`src/rtl/csa_serial_add_ctrl.sv`:
```
// Nibble-serial WIDTH-bit add/subtract controller around a 4-bit carry-select adder.
// Optional signed-overflow output enabled by defining CSA_CTRL_OVF_EN.
//
// state | meaning
// IDLE  | waiting for operands, in_ready=1
// RUN   | one nibble per cycle, LSB nibble first
// DONE  | result valid and held until out_ready
module csa_serial_add_ctrl #(
  parameter int WIDTH = 16
) (
  input  logic             clk,
  input  logic             rst_n,
  input  logic             in_valid,
  output logic             in_ready,
  input  logic [WIDTH-1:0] a,
  input  logic [WIDTH-1:0] b,
  input  logic             cin,
  input  logic             sub,
  output logic             out_valid,
  input  logic             out_ready,
  output logic [WIDTH-1:0] sum,
  output logic             cout
`ifdef CSA_CTRL_OVF_EN
  ,
  output logic             ovf
`endif
);

  localparam int NIB = WIDTH / 4;
  localparam int CW  = (NIB > 1) ? $clog2(NIB) : 1;
  localparam logic [CW-1:0] LAST = CW'(NIB - 1);

  localparam logic [1:0] IDLE = 2'd0;
  localparam logic [1:0] RUN  = 2'd1;
  localparam logic [1:0] DONE = 2'd2;

  logic [1:0]       state;
  logic [CW-1:0]    cnt;
  logic             carry;
  logic [WIDTH-1:0] a_reg;
  logic [WIDTH-1:0] b_reg;

  // Carry-select nibble: both carry hypotheses computed, registered carry picks one
  logic [4:0] sel0;
  logic [4:0] sel1;
  logic [4:0] nib_res;

  assign sel0    = {1'b0, a_reg[3:0]} + {1'b0, b_reg[3:0]};
  assign sel1    = {1'b0, a_reg[3:0]} + {1'b0, b_reg[3:0]} + 5'd1;
  assign nib_res = carry ? sel1 : sel0;

  assign in_ready = (state == IDLE);

`ifdef CSA_CTRL_OVF_EN
  logic a_msb;
  logic b_msb;
`endif

  always_ff @(posedge clk or negedge rst_n) begin
    if (!rst_n) begin
      state     <= IDLE;
      cnt       <= '0;
      carry     <= 1'b0;
      a_reg     <= '0;
      b_reg     <= '0;
      sum       <= '0;
      cout      <= 1'b0;
      out_valid <= 1'b0;
`ifdef CSA_CTRL_OVF_EN
      a_msb     <= 1'b0;
      b_msb     <= 1'b0;
      ovf       <= 1'b0;
`endif
    end else begin
      case (state)
        IDLE: begin
          if (in_valid) begin
            // Subtraction as A + ~B + ~borrow
            a_reg <= a;
            b_reg <= sub ? ~b : b;
            carry <= sub ? ~cin : cin;
            cnt   <= '0;
            state <= RUN;
`ifdef CSA_CTRL_OVF_EN
            a_msb <= a[WIDTH-1];
            b_msb <= sub ? ~b[WIDTH-1] : b[WIDTH-1];
`endif
          end
        end
        RUN: begin
          sum   <= {nib_res[3:0], sum[WIDTH-1:4]};
          a_reg <= a_reg >> 4;
          b_reg <= b_reg >> 4;
          carry <= nib_res[4];
          cnt   <= cnt + CW'(1);
          if (cnt == LAST) begin
            cout      <= nib_res[4];
            out_valid <= 1'b1;
            state     <= DONE;
`ifdef CSA_CTRL_OVF_EN
            ovf       <= (a_msb == b_msb) && (nib_res[3] != a_msb);
`endif
          end
        end
        DONE: begin
          if (out_ready) begin
            out_valid <= 1'b0;
            state     <= IDLE;
          end
        end
        default: state <= IDLE;
      endcase
    end
  end

endmodule

```
`config.mk`:
```
export PLATFORM = sky130hd
export DESIGN_NAME = csa_serial_add_ctrl
export DESIGN_NICKNAME = d
export VERILOG_FILES = /design/src/rtl/csa_serial_add_ctrl.sv
export SDC_FILE = /design/constraint.sdc
export NUM_CORES = 1
export LEC_CHECK = 0
export ABC_AREA = 0
export BUFFER_PORTS_ARGS = -buffer_cell sky130_fd_sc_hd__buf_2
export CAP_MARGIN = 15
export CORE_UTILIZATION = 40
export DETAILED_ROUTE_END_ITERATION = 10
export GPL_ROUTABILITY_DRIVEN = 0
export SYNTH_ARGS = -nofsm -noshare
export SYNTH_HDL_FRONTEND = slang
export SYNTH_SLANG_ARGS = --single-unit
```
`constraint.sdc`:
```
create_clock -name clk -period 2.4 [get_ports clk]
set_input_delay 0.48 -clock clk [delete_from_list [all_inputs] [get_ports clk]]
set_output_delay 0.48 -clock clk [all_outputs]
set_load 0.02 [all_outputs]
```
==> results_dict.tcl <==
set metrics [dict create \
    status "finished, violations left" \
    violations "design-rule violations" \
    cap_violations 0 \
    path_delay_family "adder cells" \
    area.growth.synth_to_final_pct 16.59 \
    syn-cell-area_sq_mm 0.002738 \
    cts_tree "done" \
    path_clk_slew_ps 100 \
    yosysTopAreaCellShare_pct 50.27 \
    path_class "reg -> reg" \
    setup_tns_ps 0 \
    synth_area_leader_cell "dfrtp_1" \
    crit_path_top_delay_cell "fa_1" \
    tightest_slew_ps 559.3 \
    slew_violations 0 \
    finalCritPeriodShare_pct 90.93 \
    grt_pass1_vias 2153 \
    gr-total-overflow 0 \
    place_ws_ps 227.6 \
    switchingPower_w 0.001888 \
    synth_flop_cell "dfrtp_1" \
    antenna_cells 0 \
    power.density_mw_per_mm2 1395 \
    clk_latency_ps 300 \
    fin_ws_ps 217.7 \
    rows 29 \
    clockPowerShare_pct 13.6 \
    htree_num_levels 2 \
    core_sq_mm 0.006495 \
    drive_above_1_share_pct 23.08 \
    critical_path.max_fanout 3 \
    grt_setup_unrepaired "no" \
    post_cts_resize_count 0 \
    worstPathCellList "ha_1, inv_1, fa_1, inv_1, ha_1, nand2_1, nor3_2, mux2i_1, xnor2_1, o21ai_1" \
    required_ps 2590 \
    post_cts_buffers 0 \
    synth_cell_types 30 \
    wl_microns 5986 \
    async_flop_share_pct 100.0 \
    ys_top_cells_by_area "dfrtp_1, nand2_1, xnor2_1" \
    cp.buffers_inverters 2 \
    ioPinCount 57 \
    syn_inst 285 \
    relSlewSlack_pct 62.72 \
    utilization_pct 49.14 \
    yosysWarnings 0 \
    ys_seq_area_share_pct 50.27 \
    numPortBuffers 56 \
    slowest_delay_ps 460 \
    pwr-share-seq_pct 36.9 \
    p_comb_share_pct 49.4 \
    postCtsHoldBufs 0 \
    die_h_microns 84.73 \
    nets 383 \
    end_kind "flop" \
    hold_path.class "in -> async" \
    route.vias.total 2107 \
    grt_max_degree 35 \
    ant_nets 0 \
    dieWidth_microns 84.73 \
    arrival_ps 2370 \
    startpoint_type "flop" \
    drc 3 \
    synth_fp_nets 330 \
    grt_first_pass_wirelength_microns 10550 \
    setup_viol 0 \
    cts-buffers-inserted 5 \
    fin_skew_ps 9.532 \
    syn_area_per_cell_sq_um 9.606 \
    track_usage_pct 18.50 \
    p_leak_nw 1.535 \
    fillCellCount 645 \
    synth-edff-count 0 \
    grt_antenna_before_repair 0 \
    total_power_w 0.004452 \
    fmax_mhz 458.2 \
    wl_per_cell_microns 14.42 \
    start_util_pct 42.15 \
    period_needed_ps 2182 \
    cts-root-buf "clkbuf_8" \
    cts_sinks 55 \
    hold_violations 0 \
    internal_power_w 0.002564 \
    dpl.hpwl_microns 4183 \
    ys_ff_latch 55 \
    die_area_sq_mm 0.007179 \
    max-vdd-ir-drop_mv 0.4786 \
    drt-initial-drc-count 117 \
    vias_per_cell 5.077 \
    p_sw_share_pct 42.40 \
    synth_commonest_cells "dfrtp_1, nand2_1, a21oi_1" \
    first_pass_iters 9 \
    synth.most_common_cell "dfrtp_1" \
    clockBufferDepth 2 \
]
-- cells by family after synthesis --
group / after synthesis / share of synthesized area (%)
xor gates and xnor gates: 23 / 7.633
DFF: 55 / 50.27
buffers and inverters: 27 / 4.890
and+or+nand+nor: 91 / 14.17
adders and majority gates: 7 / 3.473
AOI/OAI and AO/OA: 81 / 19.20
muxes: 1 / 0.3656
-- metal layers --
| layer | GRT usage [%] | part of all wire, % | vias to the layer above |
|---|---|---|---|
| li1 | - | - | 1067 |
| met1 | 27.34 | 49 | 991 |
| met2 | 27.64 | 46 | 45 |
| met3 | 3.736 | 3.2 | 4 |
| met4 | 5.085 | 1.1 | 0 |
| met5 | 0 | 0 | - |
-- power by group through the flow --
stage | clock network (W) | registers [W] | logic, W
after floorplan | 0 | 0.00174 | 0.00155
after global placement | 0 | 0.00166 | 0.00216
after detailed placement | 0 | 0.00167 | 0.00220
after CTS | 0.000620 | 0.00165 | 0.00222
after global routing | 0.000657 | 0.00171 | 0.00249
final | 0.000607 | 0.00164 | 0.00220
-- cells in the final DEF (no fill, tap or decap), drive strengths merged --
cell and instances:
a22o 9, a2bb2oi 2, o22ai 3, clkbuf 6, nor3 2, ha 6, buf 66, a21oi 25
nor2b 16, a22oi 13, clkinv 1, xor2 7, fa 1, bufinv 1, o22a 8, inv 6
xnor2 16, nor2 20, o31ai 1, a21o 2, mux2i 1, nand3 1, dfrtp 55, nand2 52
o21ai 18
-- area by class of cell --
cell class              count  area (sq um)  area share [%]
clock buffers               6         72.57           2.274
clock inverters             1         30.03          0.9408
inverters                   7         26.28          0.8232
multi-input cells         203          1235           38.69
flip-flops and latches     55          1376           43.12
well taps                  77         96.34           3.018
repair buffers             66         355.3           11.13
-- path summary, 6_finish.rpt --
check	start	endpoint	slack, ps	cells past startpoint
min	rst_n	sum[2]	150	1
max in group asynchronous	rst_n	a_reg[0]	1600	2
max reg2reg	a_reg[0]	cout	220	10
max	a_reg[0]	cout	220	10
min reg2reg	sum[2]	sum[2]	480	2
min in group clk	out_ready	state[1]	370	2
-- per-stage QoR --
stage                     std cells  area (sq um)  hold slack (ps)
after CTS                       414          3179            169.8
after floorplan                 285          2738            184.4
after global routing            415          3192            185.9
after detailed placement        407          3077            457.7
after global placement          407          3077            452.3
final                           415          3192            152.7
Power figures use the tool's default switching activity.
